## src/rtl/movegen_piece_iter.sv

```systemverilog
// rtl/movegen_piece_iter.sv - white/black piece lists from a serial board load, replayed as a framed valid/ready stream
// Optional feature macro: MOVEGEN_PIECE_ITER_OVERFLOW_EN (drop pushes into a full list and raise sticky o_overflow)
module movegen_piece_iter #(
  parameter int DEPTH = 16,
  parameter int CNT_W = $clog2(DEPTH + 1)
) (
  input  logic             clk,
  input  logic             rst,
  input  logic             in_pos_valid,
  input  logic             in_pos_sop,
  input  logic             in_pos_eop,
  input  logic [3:0]       in_pos_data,
  input  logic             in_wtp,
  input  logic             start,
  output logic             o_busy,
  output logic             o_piece_valid,
  input  logic             o_piece_ready,
  output logic [8:0]       o_piece_data,
  output logic             o_piece_sop,
  output logic             o_piece_eop,
  output logic [CNT_W-1:0] o_count_white,
  output logic [CNT_W-1:0] o_count_black,
  output logic             o_overflow
);

  typedef enum logic {S_IDLE, S_EMIT} state_t;

  localparam logic [CNT_W-1:0] CNT_FULL = CNT_W'(DEPTH);
  localparam logic [CNT_W-1:0] CNT_ONE  = CNT_W'(1);

  logic [5:0]       sq_q, sq_d;
  logic             frame_open_q, frame_open_d;
  logic [8:0]       white_q [DEPTH];
  logic [8:0]       white_d [DEPTH];
  logic [8:0]       black_q [DEPTH];
  logic [8:0]       black_d [DEPTH];
  logic [CNT_W-1:0] cnt_w_q, cnt_w_d, cnt_b_q, cnt_b_d;
  logic [8:0]       iter_q [DEPTH];
  logic [8:0]       iter_d [DEPTH];
  logic [CNT_W-1:0] rem_q, rem_d;
  logic             sop_q, sop_d;
  state_t           state_q, state_d;
  logic [5:0]       beat_idx;
  logic [8:0]       entry;
  logic [CNT_W-1:0] snap_cnt;
`ifdef MOVEGEN_PIECE_ITER_OVERFLOW_EN
  logic             ovf_q, ovf_d;
`endif

  // Board load: square counter, frame tracking, list clear on sop and newest-first push
  always_comb begin
    sq_d         = sq_q;
    frame_open_d = frame_open_q;
    white_d      = white_q;
    black_d      = black_q;
    cnt_w_d      = cnt_w_q;
    cnt_b_d      = cnt_b_q;
`ifdef MOVEGEN_PIECE_ITER_OVERFLOW_EN
    ovf_d        = ovf_q;
`endif
    beat_idx     = in_pos_sop ? 6'd0 : sq_q;
    entry        = {in_pos_data[2:0], beat_idx};
    if (in_pos_valid) begin
      sq_d = beat_idx + 6'd1;
      if (in_pos_eop) begin
        frame_open_d = 1'b0;
      end else if (in_pos_sop) begin
        frame_open_d = 1'b1;
      end
      if (in_pos_sop) begin
        for (int i = 0; i < DEPTH; i++) begin
          white_d[i] = '0;
          black_d[i] = '0;
        end
        cnt_w_d = '0;
        cnt_b_d = '0;
`ifdef MOVEGEN_PIECE_ITER_OVERFLOW_EN
        ovf_d   = 1'b0;
`endif
      end
      if (in_pos_data[2:0] != 3'd0) begin
        if (in_pos_data[3]) begin
`ifdef MOVEGEN_PIECE_ITER_OVERFLOW_EN
          if (cnt_w_d == CNT_FULL) begin
            ovf_d = 1'b1;
          end else begin
            for (int i = DEPTH - 1; i > 0; i--) white_d[i] = white_d[i-1];
            white_d[0] = entry;
            cnt_w_d    = cnt_w_d + CNT_ONE;
          end
`else
          for (int i = DEPTH - 1; i > 0; i--) white_d[i] = white_d[i-1];
          white_d[0] = entry;
          if (cnt_w_d != CNT_FULL) cnt_w_d = cnt_w_d + CNT_ONE;
`endif
        end else begin
`ifdef MOVEGEN_PIECE_ITER_OVERFLOW_EN
          if (cnt_b_d == CNT_FULL) begin
            ovf_d = 1'b1;
          end else begin
            for (int i = DEPTH - 1; i > 0; i--) black_d[i] = black_d[i-1];
            black_d[0] = entry;
            cnt_b_d    = cnt_b_d + CNT_ONE;
          end
`else
          for (int i = DEPTH - 1; i > 0; i--) black_d[i] = black_d[i-1];
          black_d[0] = entry;
          if (cnt_b_d != CNT_FULL) cnt_b_d = cnt_b_d + CNT_ONE;
`endif
        end
      end
    end
  end

  // Iterator FSM: snapshot the side-to-move list on start, then shift out one entry per accepted beat
  always_comb begin
    state_d  = state_q;
    iter_d   = iter_q;
    rem_d    = rem_q;
    sop_d    = sop_q;
    snap_cnt = in_wtp ? cnt_w_q : cnt_b_q;
    case (state_q)
      S_IDLE: begin
        if (start && !frame_open_q) begin
          state_d = S_EMIT;
          sop_d   = 1'b1;
          iter_d  = in_wtp ? white_q : black_q;
          if (snap_cnt == '0) begin
            // An empty side still produces one framed beat carrying zero data
            for (int i = 0; i < DEPTH; i++) iter_d[i] = '0;
            rem_d = CNT_ONE;
          end else begin
            rem_d = snap_cnt;
          end
        end
      end
      S_EMIT: begin
        if (o_piece_ready) begin
          sop_d = 1'b0;
          for (int i = 0; i < DEPTH - 1; i++) iter_d[i] = iter_q[i+1];
          iter_d[DEPTH-1] = '0;
          rem_d = rem_q - CNT_ONE;
          if (rem_q == CNT_ONE) state_d = S_IDLE;
        end
      end
      default: state_d = S_IDLE;
    endcase
  end

  // State registers with synchronous reset taking priority over every input
  always_ff @(posedge clk) begin
    if (rst) begin
      sq_q         <= '0;
      frame_open_q <= 1'b0;
      cnt_w_q      <= '0;
      cnt_b_q      <= '0;
      rem_q        <= '0;
      sop_q        <= 1'b0;
      state_q      <= S_IDLE;
      for (int i = 0; i < DEPTH; i++) begin
        white_q[i] <= '0;
        black_q[i] <= '0;
        iter_q[i]  <= '0;
      end
    end else begin
      sq_q         <= sq_d;
      frame_open_q <= frame_open_d;
      cnt_w_q      <= cnt_w_d;
      cnt_b_q      <= cnt_b_d;
      rem_q        <= rem_d;
      sop_q        <= sop_d;
      state_q      <= state_d;
      white_q      <= white_d;
      black_q      <= black_d;
      iter_q       <= iter_d;
    end
  end

`ifdef MOVEGEN_PIECE_ITER_OVERFLOW_EN
  // Sticky overflow flag, cleared by reset or a new board frame
  always_ff @(posedge clk) begin
    if (rst) ovf_q <= 1'b0;
    else     ovf_q <= ovf_d;
  end
  assign o_overflow = ovf_q;
`else
  assign o_overflow = 1'b0;
`endif

  assign o_busy        = (state_q == S_EMIT);
  assign o_piece_valid = (state_q == S_EMIT);
  assign o_piece_data  = (state_q == S_EMIT) ? iter_q[0] : 9'd0;
  assign o_piece_sop   = (state_q == S_EMIT) && sop_q;
  assign o_piece_eop   = (state_q == S_EMIT) && (rem_q == CNT_ONE);
  assign o_count_white = cnt_w_q;
  assign o_count_black = cnt_b_q;

endmodule

```

## config.mk

```make
export PLATFORM = sky130hd
export DESIGN_NAME = movegen_piece_iter
export DESIGN_NICKNAME = d
export VERILOG_FILES = /design/src/rtl/movegen_piece_iter.sv
export SDC_FILE = /design/constraint.sdc
export NUM_CORES = 1
export LEC_CHECK = 0
export ABC_CLOCK_PERIOD_IN_PS = 4000
export CAP_MARGIN = 20
export CELL_PAD_IN_SITES_DETAIL_PLACEMENT = 0
export CELL_PAD_IN_SITES_GLOBAL_PLACEMENT = 2
export CORE_AREA = 3 3 211 265
export DETAILED_ROUTE_END_ITERATION = 10
export DIE_AREA = 0 0 214 268
export GPL_ROUTABILITY_DRIVEN = 0
export PLACE_DENSITY = 0.68
export SLEW_MARGIN = 20
export SYNTH_ARGS = -nofsm -noshare
export SYNTH_HDL_FRONTEND = slang
export SYNTH_SLANG_ARGS = --single-unit
```

## constraint.sdc

```tcl
create_clock -name clk -period 4 [get_ports clk]
set_input_delay 1.2 -clock clk [delete_from_list [all_inputs] [get_ports clk]]
set_output_delay 1.2 -clock clk [all_outputs]
set_load 0.02 [all_outputs]
```

==> results by group <==
Routing
  – Vias per cell: 5.591
  – Final ANT Viol Nets: 0
  – Drt drc: 0
  – Detailed Route WL: 48950 microns
  – Pre-Repair DR Iteration Count: 5
  – Routed via count: 13928
  – WL per Instance: 19.65 microns
  – Iter 0 DRT Violations: 809

Yosys
  – Number of flops mapped to enable cells by yosys: 0
  – Post-synthesis async set-or-reset flop share: 0%
  – Library cells used by synthesis: 60
  – Syn Inst Count: 1796
  – Top FF cell, synth: dfxtp_1
  – Sequential cell area fraction in the yosys report: 48.81%
  – Yosys warning count: 0
  – Avg Cell Area, Syn: 10.41 sq um
  – Yosys reg bits: 456
  – Syn nets: 1811
  – Syn Std Cell Area: 18700 sq um

Outcome
  – Status: completed

Clock network
  – CTS clk-pin slew, worst paths: 0.06 ns
  – Clock root cell: clkbuf_16
  – Inserted Clock Buffers: 48
  – PostCTS Resize Cnt: 0
  – Max clock buf depth: 3
  – CTS tree: done
  – Postcts setup bufs: 0
  – Clk sinks: 456
  – Cts hold-fix bufs: 0
  – H-tree depth: 2
  – Later-pin clock latency in the skew report: 0.56 ns

Critical path
  – Critical Path RT: 2.80 ns
  – CP max-delay cell: clkdlybuf4s50_1
  – Critical path endpoint category: output pin
  – Worst-path maximum fanout: 4
  – Crit-path cells: ha_1 -> nor4b_1 -> buf_4 -> and2_1 -> clkdlybuf4s50_1
  – Crit Path Category: register to output pin
  – Slowest cell delay on critical path: 0.63 ns
  – CP startpoint kind: register
  – WP buf/inv: 2
  – Crit path arrival time: 2.35 ns
  – Cell family with most CP delay: buffers and inverters

Final layout
  – Layout cell share with drive strength beyond 1: 15.31%
  – # diodes: 0
  – Multi-input logic area: 8617 sq um
  – Final Net Count: 1746
  – Final std cells w/o fill: 2491
  – Filler instances: 5276
  – Area growth syn-to-layout: 13.33%
  – Reg area: 9133 sq um

STA
  – Hold WS: 0.4670 ns
  – Crit share post-route: 88.77%
  – Slew headroom: 36.24%
  – Pins over their slew limit: 0
  – Post-layout min period: 3.551 ns
  – RSZ-0062 raised after global routing: false
  – Worst slew pin tran: 0.9564 ns
  – Fin. Hold Viols: 0
  – Final TNS setup: 0 ns
  – Final setup vio count: 0
  – Fmax: 281.6 MHz
  – Clk_skew: 0.01279 ns

Placement
  – Dpl cells: 2408
  – Post-DP HPWL: 27000 microns
  – Port Buffers: 34

Global routing
  – Total GRT Usage: 16.94%
  – First-pass GRT wire length: 81470 microns
  – Vias in the first global route: 13978
  – Initial antenna violation count: 0
  – Congestion Overflow GR: 0
  – Largest net degree at the start of global routing: 123

Floorplanning
  – Die Wd: 214 microns
  – Initial core utilization: 34.89%
  – Site row count: 95
  – DIE AREA: 57350 sq um
  – Die Y: 268 microns
  – Core Box Area: 53610 sq um
  – I/O pin total: 36

Pwr
  – Maximum vdd drop: 0.3022 mV
  – Pwr Density: 486.5 nW/um^2
  – Static leakage: 7.737 nW

Min path
  – Min-Delay Path Class: register to register

Run
  – Total of max-cap violations: 0
[state kept, by name (all words and copies together) (netlist names)]
signal	flops
black_q	144
o_count_black	5
frame_open_q	1
white_q	144
sq_q	6
iter_q	144
sop_q	1
rem_q	5
o_busy	1
o_count_white	5
[path summary, 6_finish.rpt]
check | start | end | slack (ns) | cells past startpoint
max | rem_q[0] | o_piece_eop | 0.45 | 5
min | iter_q[1] | iter_q[1] | 0.47 | 1
max reg2reg | o_busy | iter_q[22] | 1.43 | 5
min reg2reg | iter_q[1] | iter_q[1] | 0.47 | 1
[layout make-up]
| cell class | instances | area share, % |
|---|---|---|
| multi-input combinational | 1137 | 40.66 |
| clock inverter | 15 | 0.8442 |
| clock buffer | 68 | 6.641 |
| sequential | 456 | 43.09 |
| timing repair buffer | 80 | 4.310 |
| tap | 727 | 4.292 |
| inverter | 8 | 0.1653 |
[power by group]
part	switching [mW]	internal, mW	total, mW
Sequential	0.105	4.70	4.80
Combinational	0.670	0.301	0.971
Clock	1.85	2.69	4.54
[layout by cell type, fill, tap and decap left out, types with 4 or more instances in the layout]
cell type / instances
a211oi_1: 138
a21oi_1: 151
a22o_1: 283
and2_1: 12
buf_12: 18
buf_4: 28
bufinv_16: 4
clkbuf_1: 8
clkbuf_16: 49
clkbuf_8: 11
clkdlybuf4s50_1: 32
clkinv_2: 10
dfxtp_1: 455
inv_1: 6
mux2_1: 37
mux2_2: 100
mux2i_1: 13
nand2_1: 17
nand3_1: 11
nor2_1: 153
nor2b_1: 4
o211ai_1: 107
o211ai_2: 30
o21ai_0: 5
o2bb2ai_1: 9
or3_1: 4
[cell usage after synthesis, types with 3 or more instances]
cell type  number  area (sq um)
or4_1           3         22.52
clkbuf_1       88         330.3
nand3_1        11         55.05
o211ai_2       30         375.4
a22oi_1         3         22.52
o2bb2ai_1       9         78.83
a21oi_1       152         760.7
mux2_2        101          1137
or3_1           4         25.02
dfxtp_1       456          9129
o211ai_1      107         803.3
nor2b_1         4         25.02
mux2_1         37         416.7
o21ai_0         5         25.02
mux2i_1        13         130.1
nor3_2          3         30.03
and2_1         13         81.33
inv_1           6         22.52
a22o_1        283          2479
ha_1            3         37.54
buf_6          19         214.0
nor2_1        153         574.3
a211oi_1      138          1036
and3_1          3         18.77
buf_2          69         345.3
nand2_1        18         67.56
buf_4           5         37.54
buf_1          14         52.55
nand4_1         3         18.77
[layer usage]
metal | global-route usage (%) | part of all wire [%]
met5 | 0 | 0
met4 | 4.147 | 2.0
met3 | 1.923 | 3.0
met2 | 27.80 | 45
met1 | 23.99 | 50
[stage by stage]
| stage | total power, mW | area, sq um | setup WS, ns | util, % |
|---|---|---|---|---|
| after floorplan | 5.567 | 18700 | 1.197 | - |
| after global placement | 5.864 | 19610 | 0.7343 | 36.58 |
| after detailed placement | 5.873 | 19610 | 0.7076 | 36.58 |
| after CTS | 10.47 | 21190 | 0.3693 | 39.54 |
| after global routing | 10.76 | 21190 | 0.2587 | 39.54 |
| final | 10.31 | 21190 | 0.4491 | 39.54 |
[worst reg2reg max path, cell delays in order, from the launching register on]
cell	delay [ns]
dfxtp_4	0.49
buf_4	0.32
inv_6	0.69
buf_4	0.57
o211ai_1	0.17
a211oi_1	0.26
[cells by family after synthesis]
logic type                 count (synthesis)  share of synthesized area [%]
DFF                                      456                          48.81
buffers and inverters                    203                          5.399
AOI/OAI and AO/OA                        746                          30.74
other                                      1                        0.02005
adders and majority gates                  3                         0.2007
and+or+nand+nor                          234                          5.734
xor gates and xnor gates                   2                        0.09368
muxes                                    151                          9.005
No activity file was read; power rests on OpenSTA's default activity.
